==> src/rtl/alu_issue_station_pkg.sv <==
// Shared definitions for the ALU issue station: ROB tag width, default
// station depth and the internal opcode encoding used by dispatch and the ALU.
package alu_issue_station_pkg;

   localparam int ROBENTRY    = 4;
   localparam int RS_SIZE_DEF = 8;

   typedef enum logic [5:0] {
      OP_ADD  = 6'd0,
      OP_SUB  = 6'd1,
      OP_AND  = 6'd2,
      OP_OR   = 6'd3,
      OP_XOR  = 6'd4,
      OP_ADDI = 6'd5,
      OP_BEQ  = 6'd6,
      OP_JAL  = 6'd7
   } opcode_e;

endpackage

==> src/rtl/alu_issue_station_if.sv <==
// Bundle of dispatch, CDB snoop and ALU issue signals around the issue station.
// The station uses the slave view; the surrounding pipeline uses the master view.
interface alu_issue_station_if
   import alu_issue_station_pkg::*;
   #(parameter int ROB_W = ROBENTRY);

   logic             dsp_valid;
   logic [5:0]       dsp_opcode;
   logic [31:0]      dsp_vj;
   logic [31:0]      dsp_vk;
   logic             dsp_qj_busy;
   logic             dsp_qk_busy;
   logic [ROB_W-1:0] dsp_qj;
   logic [ROB_W-1:0] dsp_qk;
   logic [31:0]      dsp_imm;
   logic [31:0]      dsp_pc;
   logic [ROB_W-1:0] dsp_rob;
   logic             rs_full;

   logic             cdb0_valid;
   logic [ROB_W-1:0] cdb0_rob;
   logic [31:0]      cdb0_value;
   logic             cdb1_valid;
   logic [ROB_W-1:0] cdb1_rob;
   logic [31:0]      cdb1_value;

   logic             RS_sgn;
   logic [5:0]       RS_opcode;
   logic [31:0]      lhs;
   logic [31:0]      rhs;
   logic [31:0]      imm;
   logic [31:0]      pc;
   logic [ROB_W-1:0] ROB_entry;

   modport slave (
      input  dsp_valid, dsp_opcode, dsp_vj, dsp_vk, dsp_qj_busy, dsp_qk_busy,
             dsp_qj, dsp_qk, dsp_imm, dsp_pc, dsp_rob,
             cdb0_valid, cdb0_rob, cdb0_value, cdb1_valid, cdb1_rob, cdb1_value,
      output rs_full, RS_sgn, RS_opcode, lhs, rhs, imm, pc, ROB_entry
   );

   modport master (
      output dsp_valid, dsp_opcode, dsp_vj, dsp_vk, dsp_qj_busy, dsp_qk_busy,
             dsp_qj, dsp_qk, dsp_imm, dsp_pc, dsp_rob,
             cdb0_valid, cdb0_rob, cdb0_value, cdb1_valid, cdb1_rob, cdb1_value,
      input  rs_full, RS_sgn, RS_opcode, lhs, rhs, imm, pc, ROB_entry
   );

endinterface

==> src/rtl/alu_issue_station_rs_pick.sv <==
// Lowest-index priority encoder: reports whether any request bit is set and
// the index of the lowest one. Used for both free-slot and ready-entry search.
module rs_pick
   import alu_issue_station_pkg::*;
   #(parameter int N     = RS_SIZE_DEF,
     parameter int IDX_W = $clog2(N))
   (input  logic [N-1:0]     req,
    output logic             valid,
    output logic [IDX_W-1:0] idx);

   // Scan from the top down so the lowest set bit is the last one written.
   always_comb begin
      valid = 1'b0;
      idx   = '0;
      for (int i = N - 1; i >= 0; i--) begin
         if (req[i]) begin
            valid = 1'b1;
            idx   = IDX_W'(i);
         end
      end
   end

endmodule

==> src/rtl/alu_issue_station.sv <==
// Reservation station for the ALU: holds dispatched ops until both operands
// are known, snoops two CDB ports for wake-up and issues one ready op per cycle.
module alu_issue_station
   import alu_issue_station_pkg::*;
   #(parameter int RS_SIZE = RS_SIZE_DEF,
     parameter int ROB_W   = ROBENTRY)
   (input  logic clk,
    input  logic rst_n,
    input  logic rdy,
    input  logic clear,
    alu_issue_station_if.slave bus);

   localparam int IDX_W = $clog2(RS_SIZE);

   logic [RS_SIZE-1:0] busy;
   logic [RS_SIZE-1:0] qj_busy;
   logic [RS_SIZE-1:0] qk_busy;
   logic [5:0]         opcode_q [RS_SIZE];
   logic [31:0]        vj_q     [RS_SIZE];
   logic [31:0]        vk_q     [RS_SIZE];
   logic [31:0]        imm_q    [RS_SIZE];
   logic [31:0]        pc_q     [RS_SIZE];
   logic [ROB_W-1:0]   qj_q     [RS_SIZE];
   logic [ROB_W-1:0]   qk_q     [RS_SIZE];
   logic [ROB_W-1:0]   rob_q    [RS_SIZE];

   logic [RS_SIZE-1:0] free_vec;
   logic [RS_SIZE-1:0] ready_vec;
   logic               alloc_valid;
   logic               sel_valid;
   logic [IDX_W-1:0]   alloc_idx;
   logic [IDX_W-1:0]   sel_idx;

   logic               dsp_j_pend;
   logic               dsp_k_pend;
   logic [31:0]        dsp_j_val;
   logic [31:0]        dsp_k_val;

   logic               sgn_q;
   logic [5:0]         out_opcode;
   logic [31:0]        out_lhs;
   logic [31:0]        out_rhs;
   logic [31:0]        out_imm;
   logic [31:0]        out_pc;
   logic [ROB_W-1:0]   out_rob;

   assign free_vec    = ~busy;
   assign ready_vec   = busy & ~qj_busy & ~qk_busy;
   assign bus.rs_full = &busy;

   assign bus.RS_sgn    = sgn_q;
   assign bus.RS_opcode = out_opcode;
   assign bus.lhs       = out_lhs;
   assign bus.rhs       = out_rhs;
   assign bus.imm       = out_imm;
   assign bus.pc        = out_pc;
   assign bus.ROB_entry = out_rob;

   rs_pick #(.N(RS_SIZE), .IDX_W(IDX_W)) u_free_pick (
      .req   (free_vec),
      .valid (alloc_valid),
      .idx   (alloc_idx)
   );

   rs_pick #(.N(RS_SIZE), .IDX_W(IDX_W)) u_ready_pick (
      .req   (ready_vec),
      .valid (sel_valid),
      .idx   (sel_idx)
   );

   // Resolve incoming operands against the CDBs so a producer broadcasting in the dispatch cycle is not missed; cdb0 wins ties.
   always_comb begin
      dsp_j_pend = bus.dsp_qj_busy;
      dsp_j_val  = bus.dsp_vj;
      dsp_k_pend = bus.dsp_qk_busy;
      dsp_k_val  = bus.dsp_vk;
      if (bus.dsp_qj_busy) begin
         if (bus.cdb0_valid && bus.cdb0_rob == bus.dsp_qj) begin
            dsp_j_pend = 1'b0;
            dsp_j_val  = bus.cdb0_value;
         end else if (bus.cdb1_valid && bus.cdb1_rob == bus.dsp_qj) begin
            dsp_j_pend = 1'b0;
            dsp_j_val  = bus.cdb1_value;
         end
      end
      if (bus.dsp_qk_busy) begin
         if (bus.cdb0_valid && bus.cdb0_rob == bus.dsp_qk) begin
            dsp_k_pend = 1'b0;
            dsp_k_val  = bus.cdb0_value;
         end else if (bus.cdb1_valid && bus.cdb1_rob == bus.dsp_qk) begin
            dsp_k_pend = 1'b0;
            dsp_k_val  = bus.cdb1_value;
         end
      end
   end

   // Entry array and issue registers: clear beats everything, then wake-up, issue and allocation all act on pre-edge state.
   always_ff @(posedge clk or negedge rst_n) begin
      if (!rst_n) begin
         busy       <= '0;
         qj_busy    <= '0;
         qk_busy    <= '0;
         sgn_q      <= 1'b0;
         out_opcode <= '0;
         out_lhs    <= '0;
         out_rhs    <= '0;
         out_imm    <= '0;
         out_pc     <= '0;
         out_rob    <= '0;
         for (int i = 0; i < RS_SIZE; i++) begin
            opcode_q[i] <= '0;
            vj_q[i]     <= '0;
            vk_q[i]     <= '0;
            imm_q[i]    <= '0;
            pc_q[i]     <= '0;
            qj_q[i]     <= '0;
            qk_q[i]     <= '0;
            rob_q[i]    <= '0;
         end
      end else if (rdy) begin
         if (clear) begin
            busy  <= '0;
            sgn_q <= 1'b0;
         end else begin
            for (int i = 0; i < RS_SIZE; i++) begin
               if (busy[i] && qj_busy[i]) begin
                  if (bus.cdb0_valid && bus.cdb0_rob == qj_q[i]) begin
                     vj_q[i]    <= bus.cdb0_value;
                     qj_busy[i] <= 1'b0;
                  end else if (bus.cdb1_valid && bus.cdb1_rob == qj_q[i]) begin
                     vj_q[i]    <= bus.cdb1_value;
                     qj_busy[i] <= 1'b0;
                  end
               end
               if (busy[i] && qk_busy[i]) begin
                  if (bus.cdb0_valid && bus.cdb0_rob == qk_q[i]) begin
                     vk_q[i]    <= bus.cdb0_value;
                     qk_busy[i] <= 1'b0;
                  end else if (bus.cdb1_valid && bus.cdb1_rob == qk_q[i]) begin
                     vk_q[i]    <= bus.cdb1_value;
                     qk_busy[i] <= 1'b0;
                  end
               end
            end

            sgn_q <= sel_valid;
            if (sel_valid) begin
               out_opcode    <= opcode_q[sel_idx];
               out_lhs       <= vj_q[sel_idx];
               out_rhs       <= vk_q[sel_idx];
               out_imm       <= imm_q[sel_idx];
               out_pc        <= pc_q[sel_idx];
               out_rob       <= rob_q[sel_idx];
               busy[sel_idx] <= 1'b0;
            end

            if (bus.dsp_valid && alloc_valid) begin
               busy[alloc_idx]     <= 1'b1;
               opcode_q[alloc_idx] <= bus.dsp_opcode;
               vj_q[alloc_idx]     <= dsp_j_val;
               vk_q[alloc_idx]     <= dsp_k_val;
               qj_busy[alloc_idx]  <= dsp_j_pend;
               qk_busy[alloc_idx]  <= dsp_k_pend;
               qj_q[alloc_idx]     <= bus.dsp_qj;
               qk_q[alloc_idx]     <= bus.dsp_qk;
               imm_q[alloc_idx]    <= bus.dsp_imm;
               pc_q[alloc_idx]     <= bus.dsp_pc;
               rob_q[alloc_idx]    <= bus.dsp_rob;
            end
         end
      end
   end

endmodule

==> src/flat_wrapper.sv <==
// flat-port wrapper written by rule: the top's interface ports become plain ports
module alu_issue_station_flat import alu_issue_station_pkg::*;
#(parameter int RS_SIZE = RS_SIZE_DEF,
     parameter int ROB_W   = ROBENTRY)
  (clk, rst_n, rdy, clear, bus_dsp_valid, bus_dsp_opcode, bus_dsp_vj, bus_dsp_vk, bus_dsp_qj_busy, bus_dsp_qk_busy, bus_dsp_qj, bus_dsp_qk, bus_dsp_imm, bus_dsp_pc, bus_dsp_rob, bus_cdb0_valid, bus_cdb0_rob, bus_cdb0_value, bus_cdb1_valid, bus_cdb1_rob, bus_cdb1_value, bus_rs_full, bus_RS_sgn, bus_RS_opcode, bus_lhs, bus_rhs, bus_imm, bus_pc, bus_ROB_entry);
  alu_issue_station_if #(.ROB_W(ROB_W)) bus_i ();
  input  logic clk;
  input  logic rst_n;
  input  logic rdy;
  input  logic clear;
  input wire logic [$bits(bus_i.dsp_valid)-1:0] bus_dsp_valid;
  input wire logic [$bits(bus_i.dsp_opcode)-1:0] bus_dsp_opcode;
  input wire logic [$bits(bus_i.dsp_vj)-1:0] bus_dsp_vj;
  input wire logic [$bits(bus_i.dsp_vk)-1:0] bus_dsp_vk;
  input wire logic [$bits(bus_i.dsp_qj_busy)-1:0] bus_dsp_qj_busy;
  input wire logic [$bits(bus_i.dsp_qk_busy)-1:0] bus_dsp_qk_busy;
  input wire logic [$bits(bus_i.dsp_qj)-1:0] bus_dsp_qj;
  input wire logic [$bits(bus_i.dsp_qk)-1:0] bus_dsp_qk;
  input wire logic [$bits(bus_i.dsp_imm)-1:0] bus_dsp_imm;
  input wire logic [$bits(bus_i.dsp_pc)-1:0] bus_dsp_pc;
  input wire logic [$bits(bus_i.dsp_rob)-1:0] bus_dsp_rob;
  input wire logic [$bits(bus_i.cdb0_valid)-1:0] bus_cdb0_valid;
  input wire logic [$bits(bus_i.cdb0_rob)-1:0] bus_cdb0_rob;
  input wire logic [$bits(bus_i.cdb0_value)-1:0] bus_cdb0_value;
  input wire logic [$bits(bus_i.cdb1_valid)-1:0] bus_cdb1_valid;
  input wire logic [$bits(bus_i.cdb1_rob)-1:0] bus_cdb1_rob;
  input wire logic [$bits(bus_i.cdb1_value)-1:0] bus_cdb1_value;
  output wire logic [$bits(bus_i.rs_full)-1:0] bus_rs_full;
  output wire logic [$bits(bus_i.RS_sgn)-1:0] bus_RS_sgn;
  output wire logic [$bits(bus_i.RS_opcode)-1:0] bus_RS_opcode;
  output wire logic [$bits(bus_i.lhs)-1:0] bus_lhs;
  output wire logic [$bits(bus_i.rhs)-1:0] bus_rhs;
  output wire logic [$bits(bus_i.imm)-1:0] bus_imm;
  output wire logic [$bits(bus_i.pc)-1:0] bus_pc;
  output wire logic [$bits(bus_i.ROB_entry)-1:0] bus_ROB_entry;
  assign bus_i.dsp_valid = bus_dsp_valid;
  assign bus_i.dsp_opcode = bus_dsp_opcode;
  assign bus_i.dsp_vj = bus_dsp_vj;
  assign bus_i.dsp_vk = bus_dsp_vk;
  assign bus_i.dsp_qj_busy = bus_dsp_qj_busy;
  assign bus_i.dsp_qk_busy = bus_dsp_qk_busy;
  assign bus_i.dsp_qj = bus_dsp_qj;
  assign bus_i.dsp_qk = bus_dsp_qk;
  assign bus_i.dsp_imm = bus_dsp_imm;
  assign bus_i.dsp_pc = bus_dsp_pc;
  assign bus_i.dsp_rob = bus_dsp_rob;
  assign bus_i.cdb0_valid = bus_cdb0_valid;
  assign bus_i.cdb0_rob = bus_cdb0_rob;
  assign bus_i.cdb0_value = bus_cdb0_value;
  assign bus_i.cdb1_valid = bus_cdb1_valid;
  assign bus_i.cdb1_rob = bus_cdb1_rob;
  assign bus_i.cdb1_value = bus_cdb1_value;
  assign bus_rs_full = bus_i.rs_full;
  assign bus_RS_sgn = bus_i.RS_sgn;
  assign bus_RS_opcode = bus_i.RS_opcode;
  assign bus_lhs = bus_i.lhs;
  assign bus_rhs = bus_i.rhs;
  assign bus_imm = bus_i.imm;
  assign bus_pc = bus_i.pc;
  assign bus_ROB_entry = bus_i.ROB_entry;
  alu_issue_station #(.RS_SIZE(RS_SIZE), .ROB_W(ROB_W)) u_core (.clk(clk), .rst_n(rst_n), .rdy(rdy), .clear(clear), .bus(bus_i));
endmodule
==> config.mk <==
export PLATFORM = sky130hd
export DESIGN_NAME = alu_issue_station_flat
export DESIGN_NICKNAME = d
export VERILOG_FILES = /design/src/rtl/alu_issue_station_pkg.sv /design/src/rtl/alu_issue_station_if.sv /design/src/rtl/alu_issue_station_rs_pick.sv /design/src/rtl/alu_issue_station.sv /design/src/flat_wrapper.sv
export SDC_FILE = /design/constraint.sdc
export NUM_CORES = 2
export LEC_CHECK = 0
export CORE_MARGIN = 3
export CORE_UTILIZATION = 45
export DETAILED_ROUTE_END_ITERATION = 8
export PLACE_DENSITY_LB_ADDON = 0.3
export REMOVE_ABC_BUFFERS = 1
export SLEW_MARGIN = 20
export SYNTH_ARGS = -nofsm -noshare
export SYNTH_HDL_FRONTEND = slang
export SYNTH_SLANG_ARGS = --single-unit
export TNS_END_PERCENT = 5
==> constraint.sdc <==
create_clock -name clk -period 3.3 [get_ports clk]
set_clock_uncertainty 0.2 [all_clocks]
set_input_delay 0.66 -clock clk [delete_from_list [all_inputs] [get_ports clk]]
set_output_delay 0.66 -clock clk [all_outputs]
set_load 0.02 [all_outputs]
==> impl_metrics.py <==
metrics = {
    "sta": {
        "total_count_of_hold_check_failures_in_the_final_report": 0,
        "setup_viol": 0,
        "final_period_minus_worst_setup_slack_ps": 3202,
        "fin_max_slew_vios": 0,
        "setup_repair_after_global_routing_missed_its_margin": "false",
        "max_slew.worst_pin.slew_ps": 839.0,
        "timing.max_slew.rel_slack_pct": 43.89,
        "min_period_over_period_pct": 97.03,
        "max_freq_ghz": 0.3123,
    },
    "yosys": {
        "synth-main-ff-cell": "sky130_fd_sc_hd__dfrtp_1",
        "synth-async-reset-ratio_pct": 100.0,
        "netlist_area_um2": 71440,
        "ys_warn_count": 0,
        "synth_top_cell_by_area": "sky130_fd_sc_hd__dfrtp_1",
        "synth_cells": 7408,
        "synth.top_cell.area_share_pct": 46.62,
        "number_of_flops_mapped_to_enable_cells_by_yosys": 0,
        "ys_top_cells_by_area": "sky130_fd_sc_hd__dfrtp_1 (47%), sky130_fd_sc_hd__a221oi_1 (7.0%), sky130_fd_sc_hd__nand2_1 (6.7%), sky130_fd_sc_hd__mux2i_1 (6.7%), sky130_fd_sc_hd__mux2_2 (5.8%)",
        "ys_types": 76,
        "postSynthRegisterBits": 1331,
        "yosysSeqAreaShare_pct": 46.62,
        "avgSynthCellArea_um2": 9.644,
    },
    "critical_path": {
        "timing.critical_path.required_ps": 3840,
        "cp.arrival_ps": 3740,
        "end_kind": "flop",
        "cp_cell_sequence": "buf_4, nor3b_1, o211ai_1, a211oi_4, buf_4, a221oi_1, buf_4, o22ai_1",
        "cell_with_the_largest_stage_delay_on_the_worst_path": "sky130_fd_sc_hd__buf_4",
        "worst-setup-path-type": "flop to flop",
        "dominant_cell_type_by_count_on_the_critical_path": "sky130_fd_sc_hd__buf_4",
        "path_buf_inv": 3,
        "worstSetupStartpointType": "flop",
        "critical_path_peak_fanout": 31,
        "crit_path_max_incr_delay_ps": 550,
        "cp_top_family": "compound AO/OA/AOI/OAI gates",
    },
    "placement": {
        "buffer_ports.inserted": 366,
        "place_area_um2": 83290,
        "dp.cells": 9745,
        "gp_routability_congestion": 0.9923,
        "hpwlAfterDp_um": 193600,
    },
    "drt": {
        "drt-vias-per-instance": 6.701,
        "wl_met1_um": 114500,
        "drc": 0,
        "met2_wirelength_um": 128000,
        "drt_wl_total_um": 298400,
        "highest_layer": "met5",
        "dr.first_iter.drc_count": 9387,
        "wl_per_cell_um": 29.74,
        "detail-route-antenna-nets": 0,
        "num_vias": 67229,
        "wl_met3_um": 37180,
        "drtPass1Iterations": 9,
    },
    "cells_and_area": {
        "multi_input_area_um2": 35300,
        "finalInstanceArea_um2": 88330,
        "commonest_cells_after_routing_fill_and_taps_aside": "sky130_fd_sc_hd__dfrtp_1 (1331), sky130_fd_sc_hd__nand2_1 (1275), sky130_fd_sc_hd__nor2_1 (623), sky130_fd_sc_hd__a221oi_1 (569), sky130_fd_sc_hd__mux2i_1 (478)",
        "seqCellArea_um2": 33310,
        "final_layout_net_count": 8068,
        "count_of_non_filler_cells_in_the_finished_layout": 10032,
        "fill_cell_count": 13368,
        "commonest_non_fill_non_tap_cell_in_the_layout": "sky130_fd_sc_hd__dfrtp_1",
        "fraction_of_layout_cells_with_a_size_suffix_above_1_pct": 19.10,
        "area_growth_pct": 23.63,
    },
    "floorplanning": {
        "num_rows": 145,
        "start_util_pct": 45.53,
        "design.core.area_um2": 156900,
        "die_x_um": 404.5,
        "dieHeight_um": 404.5,
        "design.die.area_um2": 163600,
        "top_level_ports": 367,
    },
    "pwr": {
        "power_density_cells_nw_per_um2": 577.2,
        "worst_vdd_ir_v": 0.0005859,
        "cellLeakagePower_nw": 38.24,
    },
    "cts": {
        "worst_skew_pair.late_latency_ps": 830,
        "clk_root_buffer_cell": "sky130_fd_sc_hd__clkbuf_16",
        "cts_max_level": 4,
        "longest_clk_path_bufs": 3,
        "tritoncts": "built",
        "cts_resized": 0,
        "postCtsSetupBuffers": 0,
        "cts-buffers-inserted": 151,
        "worst_setup_hold_path_clk_slew_ps": 60,
        "tritoncts_num_sinks": 1331,
    },
    "grt": {
        "grtUsageTotal_pct": 35.69,
        "grt_antenna_before_repair": 20,
        "grt_max_degree": 103,
        "first_pass_grt_wire_length_um": 438700,
        "number_of_global_route_vias_before_repair": 65996,
        "gr-total-overflow": 0,
    },
    "job": {
        "maxCapViolCount": 0,
    },
    "outcome": {
        "run_status": "completed",
    },
    "min_path": {
        "min_path_type": "input port to async pin",
    },
}
==> what timing repair did <==
| item | CTS | global route |
|---|---|---|
| hold buffers | 1 | 0 |
| endpoints found under the hold margin | 72 | 0 |
| endpoints found under the setup margin | 0 | 0 |
==> kinds of logic after synthesis <==
logic type,after synthesis,synth area share (%)
AOI/OAI and AO/OA,1554,17.94
xor gates and xnor gates,141,1.729
buffers and inverters,810,4.735
DFF,1331,46.62
muxes,870,12.88
and+or+nand+nor,2702,16.10
==> state kept, by name, summed over array words and instances, names as in the netlist, 32 cells and up <==
| name | cells |
|---|---|
| u_core.bus.imm | 32 |
| u_core.bus.lhs | 32 |
| u_core.bus.pc | 32 |
| u_core.bus.rhs | 32 |
| u_core.imm_q | 256 |
| u_core.opcode_q | 48 |
| u_core.pc_q | 256 |
| u_core.qj_q | 32 |
| u_core.qk_q | 32 |
| u_core.rob_q | 32 |
| u_core.vj_q | 256 |
| u_core.vk_q | 256 |
==> worst register-to-register path, delay by kind of cell, from the launching register on <==
kind            cells  cell delay (ps)
compound gates      4             1120
buf+inv             3              930
flops               1              370
simple gates        1              530
==> per-stage QoR <==
step	power [W]	setup WS, ps	setup TNS (ps)	hold slack, ps	util [%]
4_1_cts	0.05079	202.6	0	213.9	56.26
6_report	0.05098	98.06	0	231.9	56.28
3_3_place_gp	0.03325	-247.2	-53350	243.3	53.07
5_1_grt	0.05297	108.4	0	225.8	56.27
2_1_floorplan	0.02788	-11930	-	164.4	-
3_5_place_dp	0.03371	-342.3	-79750	249.9	53.07
==> report_power, final <==
part / leakage [nW] / internal [W] / switching, W
registers: 17.2 / 0.0192 / 0.00220
clock network: 2.45 / 0.00975 / 0.00739
logic: 18.6 / 0.00546 / 0.00694
total: 38.2 / 0.0344 / 0.0165
==> per-layer routing <==
metal	vias to the layer above	global-route usage (%)
li1	27899	-
met1	33455	47.63
met2	4735	51.95
met3	1128	10.21
met4	12	20.22
met5	-	0
==> final cells by class <==
class / count / share of cell area [%]
Timing Repair Buffer: 1044 / 13.53
Clock buffer: 230 / 5.026
Multi-Input combinational cell: 5267 / 39.96
Clock inverter: 40 / 0.6204
Sequential cell: 1331 / 37.71
Tap cell: 2058 / 2.915
Inverter: 46 / 0.1955
Antenna cell: 16 / 0.04533
==> final timing paths <==
kind                                  startpoint                  to  slack [ps]  depth (start not counted)
max in group asynchronous                  rst_n    u_core.vk_q[194]        1600                          3
worst max-delay path              u_core.busy[7]  u_core.bus.rhs[15]         100                          8
worst min register to register  u_core.imm_q[49]    u_core.imm_q[49]         260                          2
worst min-delay path                       rst_n    u_core.vj_q[174]         230                          2
min in group clk                u_core.imm_q[49]    u_core.imm_q[49]         260                          2
worst max register to register    u_core.busy[7]  u_core.bus.rhs[15]         100                          8
==> cell usage after synthesis, types with 8 or more instances <==
master	count
sky130_fd_sc_hd__a22oi_1	100
sky130_fd_sc_hd__o221ai_1	81
sky130_fd_sc_hd__nand3_1	94
sky130_fd_sc_hd__o2bb2ai_2	14
sky130_fd_sc_hd__inv_1	44
sky130_fd_sc_hd__or4_1	33
sky130_fd_sc_hd__buf_4	17
sky130_fd_sc_hd__or3_1	24
sky130_fd_sc_hd__a221oi_2	99
sky130_fd_sc_hd__and2_1	34
sky130_fd_sc_hd__o21ba_2	11
sky130_fd_sc_hd__mux2_2	367
sky130_fd_sc_hd__a2bb2oi_1	9
sky130_fd_sc_hd__buf_2	195
sky130_fd_sc_hd__nor3_1	466
sky130_fd_sc_hd__o21ai_0	146
sky130_fd_sc_hd__and3_1	41
sky130_fd_sc_hd__o2bb2ai_1	22
sky130_fd_sc_hd__a211oi_2	8
sky130_fd_sc_hd__a221oi_1	569
sky130_fd_sc_hd__o32a_1	28
sky130_fd_sc_hd__a211oi_1	87
sky130_fd_sc_hd__o2bb2ai_4	10
sky130_fd_sc_hd__nand2b_1	29
sky130_fd_sc_hd__a21o_1	14
sky130_fd_sc_hd__buf_1	61
sky130_fd_sc_hd__dfrtp_1	1331
sky130_fd_sc_hd__a21oi_1	192
sky130_fd_sc_hd__o211ai_1	15
sky130_fd_sc_hd__mux2i_1	478
sky130_fd_sc_hd__or2_2	8
sky130_fd_sc_hd__xnor2_1	64
sky130_fd_sc_hd__nor2_1	643
sky130_fd_sc_hd__xor2_1	77
sky130_fd_sc_hd__o22ai_1	101
sky130_fd_sc_hd__mux2_1	25
sky130_fd_sc_hd__clkbuf_1	487
sky130_fd_sc_hd__nand2_1	1280
(Power assumes the default switching activity.)
